==> src/rtl/ov7670_pkg.sv <==
// Shared types and helpers for the OV7670 pixel-capture write controller.
// Provides the capture FSM state type, output-geometry helpers used to
// size address arithmetic, and the luma-to-RGB565 grey conversion.
package ov7670_pkg;

    typedef enum logic [1:0] {
        IDLE,
        SYNC,
        CAPTURE
    } cap_state_t;

    // Output dimension after decimation (sensor active size / factor).
    function automatic int out_dim(input int active, input int decim);
        return active / decim;
    endfunction

    // Shift amount equivalent to dividing by the decimation factor (1/2/4).
    function automatic int decim_shift(input int decim);
        return (decim >= 4) ? 2 : ((decim >= 2) ? 1 : 0);
    endfunction

    // Replicate the luma MSBs into all three RGB565 fields to get a grey pixel.
    function automatic logic [15:0] rgb565_from_y(input logic [7:0] y);
        return {y[7:3], y[7:2], y[7:3]};
    endfunction

endpackage

==> src/rtl/ov7670_sync_edge.sv <==
// Registers the sensor href/vsync lines once and derives single-pclk
// rise/fall pulses from the registered copies.
// Ports:
//   pclk, reset          sensor clock, synchronous active-high reset
//   href, vsync          raw sensor sync inputs
//   href_lvl             registered href level
//   href_rise/href_fall  one-pclk pulses on registered href edges
//   vsync_rise/vsync_fall one-pclk pulses on registered vsync edges
module ov7670_sync_edge (
    input  logic pclk,
    input  logic reset,
    input  logic href,
    input  logic vsync,
    output logic href_lvl,
    output logic href_rise,
    output logic href_fall,
    output logic vsync_rise,
    output logic vsync_fall
);

    logic href_q, href_d, href_prev_q, href_prev_d;
    logic vsync_q, vsync_d, vsync_prev_q, vsync_prev_d;

    // Next-state: one register stage for the level, one more for edge history.
    always_comb begin
        href_d       = href;
        href_prev_d  = href_q;
        vsync_d      = vsync;
        vsync_prev_d = vsync_q;
    end

    always_ff @(posedge pclk) begin
        if (reset) begin
            href_q       <= 1'b0;
            href_prev_q  <= 1'b0;
            vsync_q      <= 1'b0;
            vsync_prev_q <= 1'b0;
        end else begin
            href_q       <= href_d;
            href_prev_q  <= href_prev_d;
            vsync_q      <= vsync_d;
            vsync_prev_q <= vsync_prev_d;
        end
    end

    assign href_lvl   = href_q;
    assign href_rise  = href_q & ~href_prev_q;
    assign href_fall  = ~href_q & href_prev_q;
    assign vsync_rise = vsync_q & ~vsync_prev_q;
    assign vsync_fall = ~vsync_q & vsync_prev_q;

endmodule

==> src/rtl/ov7670_capture_ctrl.sv <==
// OV7670 pixel-capture write controller. Assembles two-byte pixels from the
// sensor bus, decimates by 1/2/4 in both axes, optionally converts YUYV luma
// to grey RGB565, and emits frame-buffer writes with a contiguous address.
// Ports:
//   pclk, reset   sensor pixel clock, synchronous active-high reset
//   href, vsync   sensor line-valid / frame sync
//   data          sensor byte bus
//   arm, cont     capture enable level; continuous vs single-frame mode
//   fmt_gray      0: RGB565 pass-through, 1: YUYV luma to grey
//   we/wAddr/wData frame-buffer write port
//   frame_done    one-pclk pulse at end of a captured frame
//   line_err      sticky line-length / line-count error, cleared at frame start
//   busy          high while capturing
module ov7670_capture_ctrl
    import ov7670_pkg::*;
#(
    parameter int H_ACTIVE = 640,
    parameter int V_ACTIVE = 480,
    parameter int DECIM    = 2,
    parameter int ADDR_W   = 17
) (
    input  logic              pclk,
    input  logic              reset,
    input  logic              href,
    input  logic              vsync,
    input  logic [7:0]        data,
    input  logic              arm,
    input  logic              cont,
    input  logic              fmt_gray,
    output logic              we,
    output logic [ADDR_W-1:0] wAddr,
    output logic [15:0]       wData,
    output logic              frame_done,
    output logic              line_err,
    output logic              busy
);

    localparam int H_OUT = out_dim(H_ACTIVE, DECIM);
    localparam int SH    = decim_shift(DECIM);
    localparam int XW    = $clog2(H_ACTIVE + 2);
    localparam int YW    = $clog2(V_ACTIVE + 2);

    // Counters saturate one past the active size so overlong lines/frames
    // still read as "not equal" without wrapping back into the kept range.
    localparam logic [XW-1:0]     X_MASK    = XW'(DECIM - 1);
    localparam logic [XW-1:0]     X_END     = XW'(H_ACTIVE);
    localparam logic [XW-1:0]     X_SAT     = XW'(H_ACTIVE + 1);
    localparam logic [YW-1:0]     Y_MASK    = YW'(DECIM - 1);
    localparam logic [YW-1:0]     Y_END     = YW'(V_ACTIVE);
    localparam logic [YW-1:0]     Y_SAT     = YW'(V_ACTIVE + 1);
    localparam logic [ADDR_W-1:0] BASE_STEP = ADDR_W'(H_OUT);

    logic href_lvl, href_rise, href_fall, vsync_rise, vsync_fall;

    ov7670_sync_edge u_sync (
        .pclk       (pclk),
        .reset      (reset),
        .href       (href),
        .vsync      (vsync),
        .href_lvl   (href_lvl),
        .href_rise  (href_rise),
        .href_fall  (href_fall),
        .vsync_rise (vsync_rise),
        .vsync_fall (vsync_fall)
    );

    cap_state_t        state_q, state_d;
    logic [7:0]        data_q, data_d;
    logic [7:0]        hi_q, hi_d;
    logic              phase_q, phase_d;
    logic [XW-1:0]     x_q, x_d;
    logic [YW-1:0]     y_q, y_d;
    logic [ADDR_W-1:0] line_base_q, line_base_d;
    logic              we_q, we_d;
    logic [ADDR_W-1:0] waddr_q, waddr_d;
    logic [15:0]       wdata_q, wdata_d;
    logic              done_q, done_d;
    logic              err_q, err_d;
    logic              busy_q, busy_d;
    logic              hold_q, hold_d;
    logic              cur_phase, x_keep, y_keep;

    // Capture FSM plus pixel assembly. The data byte is registered alongside
    // href so the byte stream stays aligned with the registered sync copies.
    // hold_q blocks re-arming after a single frame until arm is dropped.
    always_comb begin
        state_d     = state_q;
        data_d      = data;
        hi_d        = hi_q;
        phase_d     = phase_q;
        x_d         = x_q;
        y_d         = y_q;
        line_base_d = line_base_q;
        we_d        = 1'b0;
        waddr_d     = waddr_q;
        wdata_d     = wdata_q;
        done_d      = 1'b0;
        err_d       = err_q;
        hold_d      = hold_q;

        cur_phase = href_rise ? 1'b0 : phase_q;
        x_keep    = ((x_q & X_MASK) == '0) && (x_q < X_END);
        y_keep    = ((y_q & Y_MASK) == '0) && (y_q < Y_END);

        if (!arm) begin
            hold_d = 1'b0;
        end

        case (state_q)
            IDLE: begin
                if (arm && !hold_q) begin
                    state_d = SYNC;
                end
            end
            SYNC: begin
                if (!arm) begin
                    state_d = IDLE;
                end else if (vsync_fall) begin
                    state_d     = CAPTURE;
                    x_d         = '0;
                    y_d         = '0;
                    line_base_d = '0;
                    err_d       = 1'b0;
                    phase_d     = 1'b0;
                end
            end
            CAPTURE: begin
                if (!arm) begin
                    state_d = IDLE;
                end else if (vsync_rise) begin
                    done_d = 1'b1;
                    if (y_q != Y_END) begin
                        err_d = 1'b1;
                    end
                    if (cont) begin
                        state_d = SYNC;
                    end else begin
                        state_d = IDLE;
                        hold_d  = 1'b1;
                    end
                end else if (href_lvl) begin
                    phase_d = ~cur_phase;
                    if (!cur_phase) begin
                        hi_d = data_q;
                    end else begin
                        if (x_q != X_SAT) begin
                            x_d = x_q + 1'b1;
                        end
                        if (x_keep && y_keep) begin
                            we_d    = 1'b1;
                            waddr_d = line_base_q + ADDR_W'(x_q >> SH);
                            wdata_d = fmt_gray ? rgb565_from_y(hi_q) : {hi_q, data_q};
                        end
                    end
                end else if (href_fall) begin
                    if (x_q != X_END) begin
                        err_d = 1'b1;
                    end
                    if (y_q != Y_SAT) begin
                        y_d = y_q + 1'b1;
                    end
                    if (y_keep) begin
                        line_base_d = line_base_q + BASE_STEP;
                    end
                    x_d = '0;
                end
            end
            default: state_d = IDLE;
        endcase

        busy_d = (state_d == CAPTURE);
    end

    always_ff @(posedge pclk) begin
        if (reset) begin
            state_q     <= IDLE;
            data_q      <= '0;
            hi_q        <= '0;
            phase_q     <= 1'b0;
            x_q         <= '0;
            y_q         <= '0;
            line_base_q <= '0;
            we_q        <= 1'b0;
            waddr_q     <= '0;
            wdata_q     <= '0;
            done_q      <= 1'b0;
            err_q       <= 1'b0;
            busy_q      <= 1'b0;
            hold_q      <= 1'b0;
        end else begin
            state_q     <= state_d;
            data_q      <= data_d;
            hi_q        <= hi_d;
            phase_q     <= phase_d;
            x_q         <= x_d;
            y_q         <= y_d;
            line_base_q <= line_base_d;
            we_q        <= we_d;
            waddr_q     <= waddr_d;
            wdata_q     <= wdata_d;
            done_q      <= done_d;
            err_q       <= err_d;
            busy_q      <= busy_d;
            hold_q      <= hold_d;
        end
    end

    assign we         = we_q;
    assign wAddr      = waddr_q;
    assign wData      = wdata_q;
    assign frame_done = done_q;
    assign line_err   = err_q;
    assign busy       = busy_q;

endmodule

==> config.mk <==
export PLATFORM = sky130hd
export DESIGN_NAME = ov7670_capture_ctrl
export DESIGN_NICKNAME = d
export VERILOG_FILES = /design/src/rtl/ov7670_pkg.sv /design/src/rtl/ov7670_sync_edge.sv /design/src/rtl/ov7670_capture_ctrl.sv
export SDC_FILE = /design/constraint.sdc
export NUM_CORES = 1
export LEC_CHECK = 0
export ABC_AREA = 1
export CORE_MARGIN = 10
export CORE_UTILIZATION = 50
export CTS_CLUSTER_SIZE = 24
export DETAILED_ROUTE_END_ITERATION = 16
export PLACE_DENSITY = 0.82
export RECOVER_POWER = 100
export SLEW_MARGIN = 20
export SYNTH_ARGS = -nofsm -noshare
export SYNTH_HDL_FRONTEND = slang
export SYNTH_SLANG_ARGS = --single-unit
export TNS_END_PERCENT = 30
==> constraint.sdc <==
create_clock -name pclk -period 2.1 [get_ports pclk]
set_input_delay 0.315 -clock pclk [delete_from_list [all_inputs] [get_ports pclk]]
set_output_delay 0.315 -clock pclk [all_outputs]
set_load 0.02 [all_outputs]
Word-level counts from Yosys, hierarchy flattened
Index checks and enable logic that the tools add are counted.
{"block": "totals", "word_cells": 131, "ff_bits": 97}
{"block": "op_classes", "bitwise_logic": 12, "n_mux": 54, "order_cmp": 2, "n_reduce_logical": 18, "add_sub_neg": 4, "eq_ne": 23}
{"cell": "2-to-1 mux 17 bit", "n": 7}
{"cell": "2-to-1 mux 10 bit", "n": 8}
{"cell": "2-to-1 mux 9 bit", "n": 7}
{"cell": "case mux 17 bit (2 select lines)", "n": 1}
{"cell": "AND reduction 8 bit", "n": 4}
{"cell": "2-to-1 mux 1 bit", "n": 20}
{"cell": "!= test 10 bit (second input constant)", "n": 2}
{"cell": "case mux 10 bit (2 select lines)", "n": 1}
{"cell": "!= test 9 bit (second input constant)", "n": 2}
{"cell": "case mux 9 bit (2 select lines)", "n": 1}
{"cell": "adder 17 x 9 -> 17 bit", "n": 1}
{"cell": "adder 17 x 9 -> 17 bit (second input constant)", "n": 1}
{"cell": "!= test 2 bit (second input constant)", "n": 7}
{"cell": "!= test 3 x 2 -> 1 bit (second input constant)", "n": 4}
{"cell": "AND reduction 6 bit", "n": 2}
{"cell": "2-to-1 mux 11 bit", "n": 1}
{"cell": "adder 10 x 1 -> 10 bit (second input constant)", "n": 1}
{"cell": "logical NOT 10 bit", "n": 1}
{"cell": "less-than comparator 10 bit (second input constant)", "n": 1}
{"cell": "2-to-1 mux 2 bit", "n": 5}
{"cell": "adder 9 x 1 -> 9 bit (second input constant)", "n": 1}
{"cell": "logical NOT 9 bit", "n": 1}
{"cell": "less-than comparator 9 bit (second input constant)", "n": 1}
{"cell": "!= test 3 bit (second input constant)", "n": 3}
{"cell": "other kinds (14)", "n": 30}

Logic depth before layout (Yosys ltp)
{"block": "depth", "ltp_word": 8, "depth_mapped": 11}

Hierarchy
Synthesis repeated with hierarchy kept, for this count alone.
{"block": "unflattened", "hier_cells": 652, "hier_area_um2": 4504.3}
{"mod": "ov7670_capture_ctrl", "cells_each": 634, "area_per_inst_um2": 4371.7, "n_inst": 1}
{"mod": "ov7670_sync_edge", "cells_each": 18, "area_per_inst_um2": 132.6, "n_inst": 1}

Worst setup path after synthesis
OpenSTA, ideal clock, no wires.
{"block": "synth_path", "kind": "flip-flop to flip-flop", "startpoint": "reg state_q[1]", "endpoint": "reg waddr_q[0], in the netlist wAddr[0]", "n_path_buf": 3, "period_less_slack_ns": 1.509, "t_required_ns": 1.968, "setup_slack_ns": 0.591, "arrival_time_ns": 1.377, "stages_incl_launch_ff": 11, "cell_sequence": "dfxtp_1 > inv_2 > nor2_2 > buf_6 > nand3_2 > nor3_2 > nand2_1 > buf_2 > buf_6 > nand2_1 > a21oi_1"}
{"block": "synth_via", "elab_chain_cells": 2}
{"item": "start: declaration", "line": "ov7670_capture_ctrl.sv:67", "text": "cap_state_t state_q, state_d;"}
{"item": "start signal: assignment", "line": "ov7670_capture_ctrl.sv:191", "text": "state_q <= state_d;"}
{"item": "== test 2 bit", "line": "ov7670_capture_ctrl.sv:109", "text": "case (state_q)"}
{"item": "AND reduction 6 bit (no source line)"}
{"item": "end signal: assignment", "line": "ov7670_capture_ctrl.sv:199", "text": "waddr_q <= waddr_d;"}
{"item": "end: declaration", "line": "ov7670_capture_ctrl.sv:75", "text": "logic [ADDR_W-1:0] waddr_q, waddr_d;"}
Every way passes these cells.
A chain may end at the register's enable or synchronous reset.

Worst setup path in the final report
{"block": "layout_path", "startpoint": "reg y_q[6]", "endpoint": "reg waddr_q[10], in the netlist wAddr[10]"}
{"block": "layout_via", "elab_chain_cells": 4}
{"item": "start: declaration", "line": "ov7670_capture_ctrl.sv:72", "text": "logic [YW-1:0] y_q, y_d;"}
{"item": "start signal: assignment", "line": "ov7670_capture_ctrl.sv:196", "text": "y_q <= y_d;"}
{"item": "less-than comparator 9 bit", "line": "ov7670_capture_ctrl.sv:103", "text": "y_keep = ((y_q & Y_MASK) == '0) && (y_q < Y_END);"}
{"item": "logical AND 1 bit", "line": "ov7670_capture_ctrl.sv:103"}
{"item": "logical AND 1 bit", "line": "ov7670_capture_ctrl.sv:149", "text": "if (x_keep && y_keep) begin"}
{"item": "AND reduction 6 bit (no source line)"}
Every way passes these cells.

==> metrics.yaml <==
outcome: "finished, final reports clean"
worstPathCellList: "nand2_1 > nor2_1 > nor2_2 > buf_4 > nand2_1 > buf_4 > nand2_1 > nand2_1 > nor2_1"
drv_slew: 0
num_rows: 34
skew_ps: 10.55
cts_setup_buffers: 0
grt_pass1_vias: 4225
net-switching-power_mw: 0.8305
ioPinCount: 52
cp.arrival_ps: 2140
cts_resized: 0
drcViolationCount: 0
power.density_mw_per_mm2: 606.3
die_w_microns: 114.9
worst_pin_slew_ps: 702.0
final-setup-viol-count: 0
cp_slowest_cell: "dfxtp_1"
antenna_cells: 0
drive_above_1_share_pct: 6.259
finalWirelength_microns: 11280
synth.avg_cell_area_sq_um: 6.597
finalHoldViolCount: 0
p_sw_share_pct: 25.78
crit_path_start: "y_q[6]$_SDFFE_PP0P_"
leakage_nw: 2.221
clkPwrFrac_pct: 38.3
yosysTopAreaCell: "dfxtp_1"
io_buffers: 51
ys_seq_area_share_pct: 40.49
post-route-min-period_ps: 1875
whs_ps: 455.0
power_frac_seq_pct: 55.0
drt_pass1_iterations: 5
rrSetupSlack_ps: 220
wl_per_cell_microns: 13.38
clk_latency_ps: 360
ys.flop_type: "dfxtp_1"
critPathMaxStageDelay_ps: 410
grt_setup_unrepaired: "no"
numCtsBuffers: 9
hpwl_microns: 8180
hold_class: "input pin to flop"
grt_max_degree: 59
clk_path_buf_depth: 2
ys_warn_count: 0
drtIter0Drc: 413
cts-root-buf: "clkbuf_8"
htree_num_levels: 3
syn-instance-count: 682
synthesis.nets: 707
period_share_pct: 89.29
relSlewSlack_pct: 53.20
antenna_found_initial: 0
utilization_pct: 60.92
r2r-start: "y_q[6]$_SDFFE_PP0P_"
clkTransAtPathRegs_ps: 100
synth_edf_count: 0
core_sq_mm: 0.008721
layout.nets: 755
critPathTopFamily: "simple AND/OR/NAND/NOR gates"
grt_pass1_wl_microns: 19060
combPwrFrac_pct: 6.7
yosys.cell_count.top_type: "nand2_1"
synth_top_area_share_pct: 40.49
cp-end-kind: "flop"
vdd_ir_drop_max_uv: 415.2
ant_nets: 0
cp-start-kind: "flop"
max_freq_ghz: 0.5333
cap_violations: 0
gr-total-overflow: 0
crit_type: "flop to flop"
layout-area-overhead-vs-synth_pct: 18.08
async_flop_share_pct: 0
synth.area.top_cells: "dfxtp_1 40%, nand2_1 15%, a21oi_1 7.9%"
cts_tree: "done"
grt_use_total_pct: 17.05
initial_core_util_pct: 51.59
syn-cell-area_sq_mm: 0.004499
ys_seq_elements: 91
fp.dieH_microns: 114.9
critPathMostFrequentCell: "nand2_1"
gp_congestion: 0.9688
crit_buf_inv: 2
vias: 4517
worstPathMaxFanout: 39
synth_commonest_cells: "181 x nand2_1, 91 x dfxtp_1, 85 x nor2_1"
total_power_mw: 3.221
die_area_sq_mm: 0.01319
crit_path_end: "wAddr[10]$_SDFFE_PP0P_"
cp.depth: 9
yosysUniqueCellTypes: 34
hold_buffers: 0
cts.sinks: 91
viasPerCell: 5.358
reg2regPathDepth: 9
worstPathRequired_ps: 2370
internal-power_mw: 2.391
r2r_end: "wAddr[10]$_SDFFE_PP0P_"
placed cells by master, fill, tap and decap left out, types with 2 or more instances in the layout:
cell type / n
inv_1: 76
clkbuf_8: 9
inv_2: 3
ha_1: 10
a21oi_1: 71
dfxtp_1: 91
clkbuf_2: 2
nand4_1: 12
nor4_1: 3
nand3_1: 66
nor2_2: 3
clkdlybuf4s50_1: 12
nand2_1: 181
o21ai_0: 25
nor3_1: 5
dlygate4sd3_1: 38
clkinv_4: 2
buf_4: 14
nor2_1: 85
or2_2: 3
clkbuf_1: 2
o21ai_1: 2
inv_6: 2
through the flow:
stage,area (sq um),worst slack (ps),setup TNS [ps],instances
CTS,5320,116.4,0,843
global route,5313,23.58,0,843
global placement,5112,100.8,0,827
finish,5313,225.0,0,843
floorplan,4499,591.2,0,682
detailed placement,5112,-7.710,-13.01,827
worst register-to-register path, stage by stage, from the launching register on:
cell and delay (ps):
dfxtp_1 410, nand2_1 100, nor2_1 260, nor2_2 70, buf_4 240, nand2_1 100, buf_4 350, nand2_1 130
nand2_1 90, nor2_1 50
area by class of cell:
cell class / count / area [sq um]
timing repair buffer: 68 / 623.1
inverter: 79 / 296.5
clock buffer: 9 / 123.9
sequential: 91 / 1822
clock inverter: 7 / 83.83
tap: 108 / 135.1
multi-input combinational: 481 / 2228
fill: 804 / 3408
cell families after synthesis:
kind of cell    share of synthesized area (%)
compound gates                          11.99
xor+xnor                               0.1947
fa+ha+maj                               2.781
buf+inv                                 10.09
flops                                   40.49
mux                                    0.2503
simple gates                            34.20
worst min-delay path by stage:
stage | from | to | slack [ps] | depth (start not counted)
2_1_floorplan | data[0] | data_q[0]$_SDFF_PP0_ | 420 | 2
3_3_place_gp | hold_q$_SDFF_PP0_ | hold_q$_SDFF_PP0_ | 430 | 2
3_5_place_dp | hi_q[1]$_SDFFE_PP0P_ | hi_q[1]$_SDFFE_PP0P_ | 440 | 2
4_1_cts | reset | y_q[4]$_SDFFE_PP0P_ | 310 | 2
5_1_grt | data[7] | data_q[7]$_SDFF_PP0_ | 450 | 3
6_report | data[6] | data_q[6]$_SDFF_PP0_ | 460 | 3
power groups by stage:
stage,registers (mW),clock network (mW),logic [mW]
2_1_floorplan,1.80,0,0.136
3_3_place_gp,1.81,0,0.210
3_5_place_dp,1.81,0,0.216
4_1_cts,1.77,1.27,0.218
5_1_grt,1.78,1.33,0.242
6_report,1.77,1.23,0.216
registers in the layout (all words and copies together) (netlist names):
signal,count
we,1
hi_q,8
x_q,10
phase_q,1
state_q,2
wAddr,17
line_err,1
wData,16
line_base_q,11
busy,1
u_sync.href_prev_q,1
y_q,9
u_sync.vsync_prev_q,1
hold_q,1
u_sync.href_lvl,1
u_sync.vsync_prev_d,1
frame_done,1
data_q,8
per-layer routing:
| layer | up-vias | global-route usage (%) | share of wire (%) |
|---|---|---|---|
| met5 | - | 0 | 0 |
| met4 | 0 | 5.033 | 1.1 |
| met3 | 10 | 3.906 | 6.1 |
| met2 | 141 | 28.38 | 48 |
| met1 | 2085 | 21.48 | 45 |
| li1 | 2281 | - | - |
Note: power is estimated with default switching activity, not from simulation.
